`src/rtl/evt_counter_pkg.sv`:
```
// Shared types for the multi-channel event counter.
// Optional snapshot feature of evt_counter_multi: EVT_COUNTER_MULTI_SNAPSHOT_EN.
package evt_counter_pkg;

    // Count direction of one channel.
    typedef enum logic {
        DIR_UP   = 1'b0,
        DIR_DOWN = 1'b1
    } dir_e;

    // Per-lane control bundle after cascade muxing.
    typedef struct packed {
        logic evt;
        dir_e dir;
        logic load;
    } lane_ctrl_t;

    // Count width for a given count range; never narrower than one bit.
    function automatic int unsigned cnt_width(input int unsigned max_count);
        return (max_count <= 2) ? 1 : $clog2(max_count);
    endfunction

endpackage

```
`src/rtl/evt_counter_lane.sv`:
```
// One counter channel: load/up/down with runtime terminal value, wrap pulse
// and a combinational carry for chaining into the next channel.
module evt_counter_lane
    import evt_counter_pkg::*;
#(
    parameter int unsigned CW          = 7,
    parameter int unsigned COUNT_START = 0
) (
    input  logic          clk_in,
    input  logic          rst_in,
    input  lane_ctrl_t    ctrl_in,
    input  logic [CW-1:0] load_val_in,
    input  logic [CW-1:0] limit_in,
    output logic [CW-1:0] count_out,
    output logic          wrap_out,
    output logic          carry_c
);

    logic [CW-1:0] count_q;
    logic [CW-1:0] count_d;
    logic          wrap_q;
    logic          wrap_d;
    logic          wrap_cond_c;

    // An event would wrap: bottom reached going down, or at/above the limit going up.
    always_comb begin
        wrap_cond_c = 1'b0;
        if (ctrl_in.dir == DIR_DOWN) begin
            wrap_cond_c = (count_q == '0);
        end else begin
            wrap_cond_c = (count_q >= limit_in);
        end
    end

    assign carry_c = ctrl_in.evt & ~ctrl_in.load & wrap_cond_c;

    // Next count: load beats event; wrapping events reload the far end.
    always_comb begin
        count_d = count_q;
        wrap_d  = 1'b0;
        if (ctrl_in.load) begin
            count_d = load_val_in;
        end else if (ctrl_in.evt) begin
            if (wrap_cond_c) begin
                wrap_d  = 1'b1;
                count_d = (ctrl_in.dir == DIR_DOWN) ? limit_in : '0;
            end else if (ctrl_in.dir == DIR_DOWN) begin
                count_d = count_q - CW'(1);
            end else begin
                count_d = count_q + CW'(1);
            end
        end
    end

    // Count and wrap-pulse registers with synchronous reset.
    always_ff @(posedge clk_in) begin
        if (rst_in) begin
            count_q <= CW'(COUNT_START);
            wrap_q  <= 1'b0;
        end else begin
            count_q <= count_d;
            wrap_q  <= wrap_d;
        end
    end

    assign count_out = count_q;
    assign wrap_out  = wrap_q;

endmodule

```
`src/rtl/evt_counter_multi.sv`:
```
// Multi-channel event counter with optional cascade into one multi-digit counter.
// Optional snapshot register bank enabled by macro EVT_COUNTER_MULTI_SNAPSHOT_EN.
module evt_counter_multi
    import evt_counter_pkg::*;
#(
    parameter  int unsigned NUM_CH      = 4,
    parameter  int unsigned MAX_COUNT   = 128,
    parameter  int unsigned COUNT_START = 0,
    parameter  int unsigned CASCADE     = 0,
    localparam int unsigned CW          = cnt_width(MAX_COUNT)
) (
    input  logic              clk_in,
    input  logic              rst_in,
    input  logic [NUM_CH-1:0] evt_in,
    input  logic [NUM_CH-1:0] dir_in,
    input  logic [NUM_CH-1:0] load_in,
    input  logic [CW-1:0]     load_val_in,
    input  logic [CW-1:0]     limit_in,
`ifdef EVT_COUNTER_MULTI_SNAPSHOT_EN
    input  logic              snap_in,
    output logic [CW-1:0]     snap_out [NUM_CH],
`endif
    output logic [CW-1:0]     count_out [NUM_CH],
    output logic [NUM_CH-1:0] wrap_out
);

    // Lanes; in cascade mode each lane above 0 is driven by the carry below it.
    for (genvar i = 0; i < NUM_CH; i++) begin : g_lane
        logic       eff_evt;
        logic       carry;
        lane_ctrl_t ctrl;

        if (i == 0) begin : g_head
            assign eff_evt = evt_in[i];
        end else begin : g_chain
            assign eff_evt = (CASCADE != 0) ? g_lane[i-1].carry : evt_in[i];
        end

        assign ctrl = '{evt: eff_evt, dir: dir_e'(dir_in[i]), load: load_in[i]};

        evt_counter_lane #(
            .CW          (CW),
            .COUNT_START (COUNT_START)
        ) u_lane (
            .clk_in      (clk_in),
            .rst_in      (rst_in),
            .ctrl_in     (ctrl),
            .load_val_in (load_val_in),
            .limit_in    (limit_in),
            .count_out   (count_out[i]),
            .wrap_out    (wrap_out[i]),
            .carry_c     (carry)
        );
    end

    // Carry out of the top lane has no consumer.
    logic carry_top_unused;
    assign carry_top_unused = g_lane[NUM_CH-1].carry;

`ifdef EVT_COUNTER_MULTI_SNAPSHOT_EN
    logic [CW-1:0] snap_q [NUM_CH];
    logic [CW-1:0] snap_d [NUM_CH];

    // Capture the pre-update counts of all lanes together.
    always_comb begin
        snap_d = snap_q;
        if (snap_in) begin
            snap_d = count_out;
        end
    end

    // Snapshot register bank, cleared on reset.
    always_ff @(posedge clk_in) begin
        if (rst_in) begin
            snap_q <= '{default: '0};
        end else begin
            snap_q <= snap_d;
        end
    end

    assign snap_out = snap_q;
`endif

endmodule
```
`config.mk`:
```
export PLATFORM = sky130hd
export DESIGN_NAME = evt_counter_multi
export DESIGN_NICKNAME = d
export VERILOG_FILES = /design/src/rtl/evt_counter_pkg.sv /design/src/rtl/evt_counter_lane.sv /design/src/rtl/evt_counter_multi.sv
export SDC_FILE = /design/constraint.sdc
export NUM_CORES = 1
export LEC_CHECK = 0
export ABC_AREA = 0
export CORE_UTILIZATION = 45
export DETAILED_ROUTE_END_ITERATION = 10
export GPL_TIMING_DRIVEN = 1
export PLACE_DENSITY = 0.79
export SETUP_SLACK_MARGIN = 0.02
export SYNTH_ARGS = -nofsm -noshare
export SYNTH_HDL_FRONTEND = slang
export SYNTH_SLANG_ARGS = --single-unit
```
`constraint.sdc`:
```
create_clock -name clk_in -period 4.6 [get_ports clk_in]
set_input_delay 0.46 -clock clk_in [delete_from_list [all_inputs] [get_ports clk_in]]
set_output_delay 0.46 -clock clk_in [all_outputs]
set_load 0.05 [all_outputs]
```
==> Word level (Yosys, flattened, before mapping) <==
Index checks and enable logic that the tools add are counted.
{ "totals": {"ff_bits": 32, "out_inout_bits": 32, "word_cells": 64} }
{ "classes": {"add_sub_neg": 8, "n_lt_le_gt_ge": 4, "n_mux": 28, "n_bitwise": 4, "n_reduce_logical": 12} }
{ "ops": {"columns": ["cell", "n"], "rows": [
  ["two-way mux 7 bit", 20],
  ["adder 7 x 1 -> 7 bit (second input constant)", 4],
  ["greater-or-equal comparator 7 bit", 4],
  ["zero test 7 bit", 4],
  ["subtractor 7 x 1 -> 7 bit (second input constant)", 4],
  ["OR reduction 3 bit", 4],
  ["two-way mux 1 bit", 8],
  ["nonzero test 2 bit", 4],
  ["inverter 1 bit", 4]
]} }

==> Longest topological paths before layout <==
{ "depth": {"ltp_word": 5, "ltp_mapped": 9, "mapped_depth_nobuf": 8} }

==> Cells and area by module <==
From an unflattened synthesis, not the netlist that was laid out.
{ "hier_totals": {"cells_unflattened": 462, "area_unflattened_um2": 3619.7} }
{ "modules_own_cells": {"columns": ["module", "n_inst", "cells_each", "area_each_um2"], "rows": [
  ["evt_counter_lane at g_lane[1].u_lane ...", 2, 117, 909.6],
  ["evt_counter_lane at g_lane[0].u_lane", 1, 115, 919.6],
  ["evt_counter_lane at g_lane[3].u_lane", 1, 113, 880.8]
]} }

==> Worst setup path after synthesis <==
Ideal clock, no wire load.
{ "synth_path": {"path_type": "reg2reg", "from": "reg g_lane[3].u_lane.count_q[0]", "to": "reg g_lane[3].u_lane.count_q[3]", "setup_ns": 0.071, "t_arrival_ns": 2.465, "slack_ns": 2.065, "path_stages_with_launch": 9, "synth_period_minus_slack_ns": 2.535, "cell_sequence": "dfxtp_1 -> inv_1 -> ha_1 -> nor2b_1 -> o21ai_0 -> a211oi_2 -> mux2_2 -> a211o_1 -> a21oi_1"} }
{ "synth_between": {"elab_chain_cells": 5, "elab_cells_between_ends": 9, "classes_between": "add/sub (2); order compare (1); mux (5); reduce/logical (1)"} }
{ "synth_rtl": {"columns": ["item", "line", "source"], "rows": [
  ["from (decl)", "evt_counter_lane.sv:19", "logic [CW-1:0] count_q;"],
  ["from (signal assigned)", "evt_counter_lane.sv:58", "count_q <= CW'(COUNT_START);"],
  ["from (signal assigned)", "evt_counter_lane.sv:61", "count_q <= count_d;"],
  ["adder 7 x 1 -> 7 bit, or another cell as far along", "evt_counter_lane.sv:50", "count_d = count_q + CW'(1);"],
  ["two-way mux 7 bit / two-way mux 1 bit (equally long branches)", "evt_counter_lane.sv:47, evt_counter_lane.sv:28", null],
  ["two-way mux 7 bit (*)", "evt_counter_lane.sv:44", "if (wrap_cond_c) begin"],
  ["two-way mux 7 bit (*)", "evt_counter_lane.sv:43", "end else if (ctrl_in.evt) begin"],
  ["two-way mux 7 bit (*)", "evt_counter_lane.sv:41", "if (ctrl_in.load) begin"]
]} }
Mark *: on every way between the ends. The rest lies on a longest branch, timed or not. The select of a mux whose other input is x is not followed.
A chain may end at the register's enable or synchronous reset.

==> Worst setup path in the final report <==
{ "layout_path": {"from": "in limit_in[5]", "to": "reg g_lane[3].u_lane.count_q[3]"} }
{ "layout_between": {"elab_chain_cells": 5} }
{ "layout_rtl": {"columns": ["item", "line", "source"], "rows": [
  ["from (decl)", "evt_counter_multi.sv:18", "input logic [CW-1:0] limit_in,"],
  ["greater-or-equal comparator 7 bit", "evt_counter_lane.sv:31", "wrap_cond_c = (count_q >= limit_in);"],
  ["two-way mux 1 bit", "evt_counter_lane.sv:28", "if (ctrl_in.dir == DIR_DOWN) begin"],
  ["two-way mux 7 bit", "evt_counter_lane.sv:44", null],
  ["two-way mux 7 bit", "evt_counter_lane.sv:43", null],
  ["two-way mux 7 bit", "evt_counter_lane.sv:41", null]
]} }
Every way passes these cells. The select of a mux whose other input is x is not followed.

==> impl_metrics.toml <==
[outcome]
status = "finished, final reports clean"

[global_routing]
antenna_found_initial = 0
grt_pass1_vias = 3247
grt_max_degree = 24
grt_first_pass_wirelength_mm = 15.8
grt_use_total = 0.257
grt_overflow = 0

[synthesis]
synth_top_area_share = 0.189
synth_largest_area_cell = "dfxtp_1"
synthMostInstantiatedCell = "ha_1"
synth_area_leaders = "dfxtp_1 (19%), ha_1 (18%), a21oi_1 (6.8%)"
syn_area_sq_um = 3390
avgSynthCellArea_sq_um = 7.97
netlist_top_cells_count = "ha_1 (48), a21oi_1 (46), dfxtp_1 (32), nor2_1 (32), inv_1 (29)"
synthDistinctLibCells = 52
async_reset_ff_frac = 0
syn-num-nets = 506
synth-seq-area-share = 0.189
synth_ff_type = "dfxtp_1"
synthCells = 426
yosysWarnings = 0
synth-edff-count = 0
synth-seq-cells = 32

[pwr]
p_total_w = 0.00123
p_per_area_nw_per_um2 = 296
cellLeakagePower_nw = 1.70
vdd_drop_max_uv = 145

[floorplan]
core_sq_um = 7250
start_util = 0.468
ios = 60
die-area_sq_um = 7890
placementRows = 31
die_h_um = 88.9
die_w_um = 88.9

[setup_path]
r2r-end = "g_lane[3].u_lane.count_out[3]"
critPathLaunchType = "input pin"
r2r-start = "g_lane[3].u_lane.count_out[0]"
crit_arrival_ns = 3.24
reg2reg_depth = 8
r2r_slack_ns = 2.21
cp-end-kind = "flip-flop"
crit_required_ns = 4.83
worst-setup-path-type = "in -> reg"
crit_path_max_fanout = 8

[worst_hold_path]
holdPathEnd = "g_lane[2].u_lane.count_out[0]"
whs_path_depth = 2
min_from = "g_lane[2].u_lane.count_out[0]"
hold_class = "reg -> reg"

[placed_design]
port_buffers = 59
place_hpwl_mm = 7.06
gp_congestion = 0.922

[routing]
dr.first_iter.drc_count = 228
drtAntennaViolNets = 0
drc_errors = 0
wl_mm = 9.59
routedWlPerCell_um = 16.8
routed.top_layer = "met4"
drtPass1Iterations = 5
wl_met2_mm = 4.54
viasPerCell = 6.05
wl_met1_mm = 4.14
wl_met3_um = 764
vias = 3461

[timing]
min_period_ns = 3.01
tightest_slew_ns = 0.828
whs_ns = 0.662
setup_viol = 0
period_share = 0.654
fin_tns_setup_ns = 0
skew_ns = 0.00932
maxSlewHeadroom = 0.447
final_max_slew_viol_count = 0
fmax_mhz = 332
hold_viol_final = 0
rsz0062_at_grt = "no"

[clock_network]
cts_sinks = 32
cts_tree = "built"
clock-root-buffer = "clkbuf_8"
cts_hold_buf = 0
cts.repair.resized = 0
cts_setup_buffers = 0
cts_made_buffers = 5
clkTransAtPathRegs_ns = 0.08
clock_path_buffers = 2
clk_latency_ns = 0.29
htree_levels = 2

[final_layout]
antennaDiodeCount = 0
layout-drive-gt1-share = 0.0592
final_nets = 552
syn_to_final_growth_pct = 22.2

[job]
maxCapViolCount = 0
[worst max path at each step]
stage                             startpoint                             to  slack, ns
2_1_floorplan  g_lane[3].u_lane.count_out[0]  g_lane[3].u_lane.count_out[3]       2.06
4_1_cts                          limit_in[5]  g_lane[3].u_lane.count_out[3]       1.63
3_3_place_gp                     limit_in[5]  g_lane[3].u_lane.count_out[3]       1.46
3_5_place_dp                     limit_in[5]  g_lane[3].u_lane.count_out[3]       1.35
6_report                         limit_in[5]  g_lane[3].u_lane.count_out[3]       1.59
5_1_grt                          limit_in[3]  g_lane[3].u_lane.count_out[3]       1.39
[metal layers]
| layer | track usage | vias up |
|---|---|---|
| met2 | 0.423 | 148 |
| met4 | 0.0982 | 0 |
| met1 | 0.335 | 1609 |
| met5 | 0 | - |
| li1 | - | 1684 |
| met3 | 0.0448 | 20 |
[layout make-up]
type | count | area, sq um
fill | 665 | 3100
sequential | 32 | 641
clock buffer | 7 | 96.3
tap | 99 | 124
multi-input combinational | 344 | 2550
clock inverter | 1 | 30.0
timing repair buffer | 60 | 598
inverter | 29 | 109
[worst max-delay path, cell delays in order]
cell             delay [ns]
clkdlybuf4s50_1        0.62
inv_1                  0.19
ha_1                   0.34
a211oi_1               0.22
nor3_1                 0.09
a211oi_2               0.51
mux2_2                 0.40
a211o_1                0.28
a21oi_1                0.13
[metrics by stage]
step | std cells | setup slack [ns] | utilization | cell area (sq um)
global route | 572 | 1.39 | 0.572 | 4150
detailed placement | 564 | 1.35 | 0.555 | 4020
global placement | 564 | 1.46 | 0.555 | 4020
finish | 572 | 1.59 | 0.572 | 4150
CTS | 572 | 1.63 | 0.572 | 4150
floorplan | 426 | 2.06 | - | 3390
[kinds of logic (layout without fill, tap and decap cells)]
group,count (synthesis),count (layout),synth area share
compound gates,136,136,0.281
xor+xnor,17,17,0.0439
fa+ha+maj,52,52,0.201
buf+inv,50,97,0.0597
flops,32,32,0.189
mux,3,3,0.00958
simple gates,136,136,0.216
[layout by cell type (no fill, tap or decap), types with 3 or more instances in the layout]
cell and instances:
clkbuf_8 7, nand2b_1 4, a22oi_1 3, nor3_1 14
ha_1 48, a221oi_1 8, nand3_1 8, clkdlybuf4s50_1 59
a2111oi_2 6, nor4_1 6, o21bai_1 4, and4b_1 3
o21ai_0 18, inv_1 29, or4_1 3, o22ai_1 6
dfxtp_1 32, or3_1 3, a31o_2 3, xor2_1 7
nor2b_1 13, a21oi_1 46, nor3b_1 13, nor2_1 32
xnor2_1 10, nand2_1 27, fa_1 4, a221o_1 6
a21o_1 8, a211oi_1 7
[registers in the layout (all words and copies together) (netlist names)]
name and cells:
g_lane.u_lane.count_out 28, g_lane.u_lane.wrap_out 4
[power by group]
part	total (W)	internal (W)	switching, W
clock	0.000309	0.000191	0.000118
sequential	0.000352	0.000304	0.0000479
combinational	0.000566	0.000238	0.000329
total	0.00123	0.000733	0.000494
Note: power is estimated with default switching activity, not from simulation.
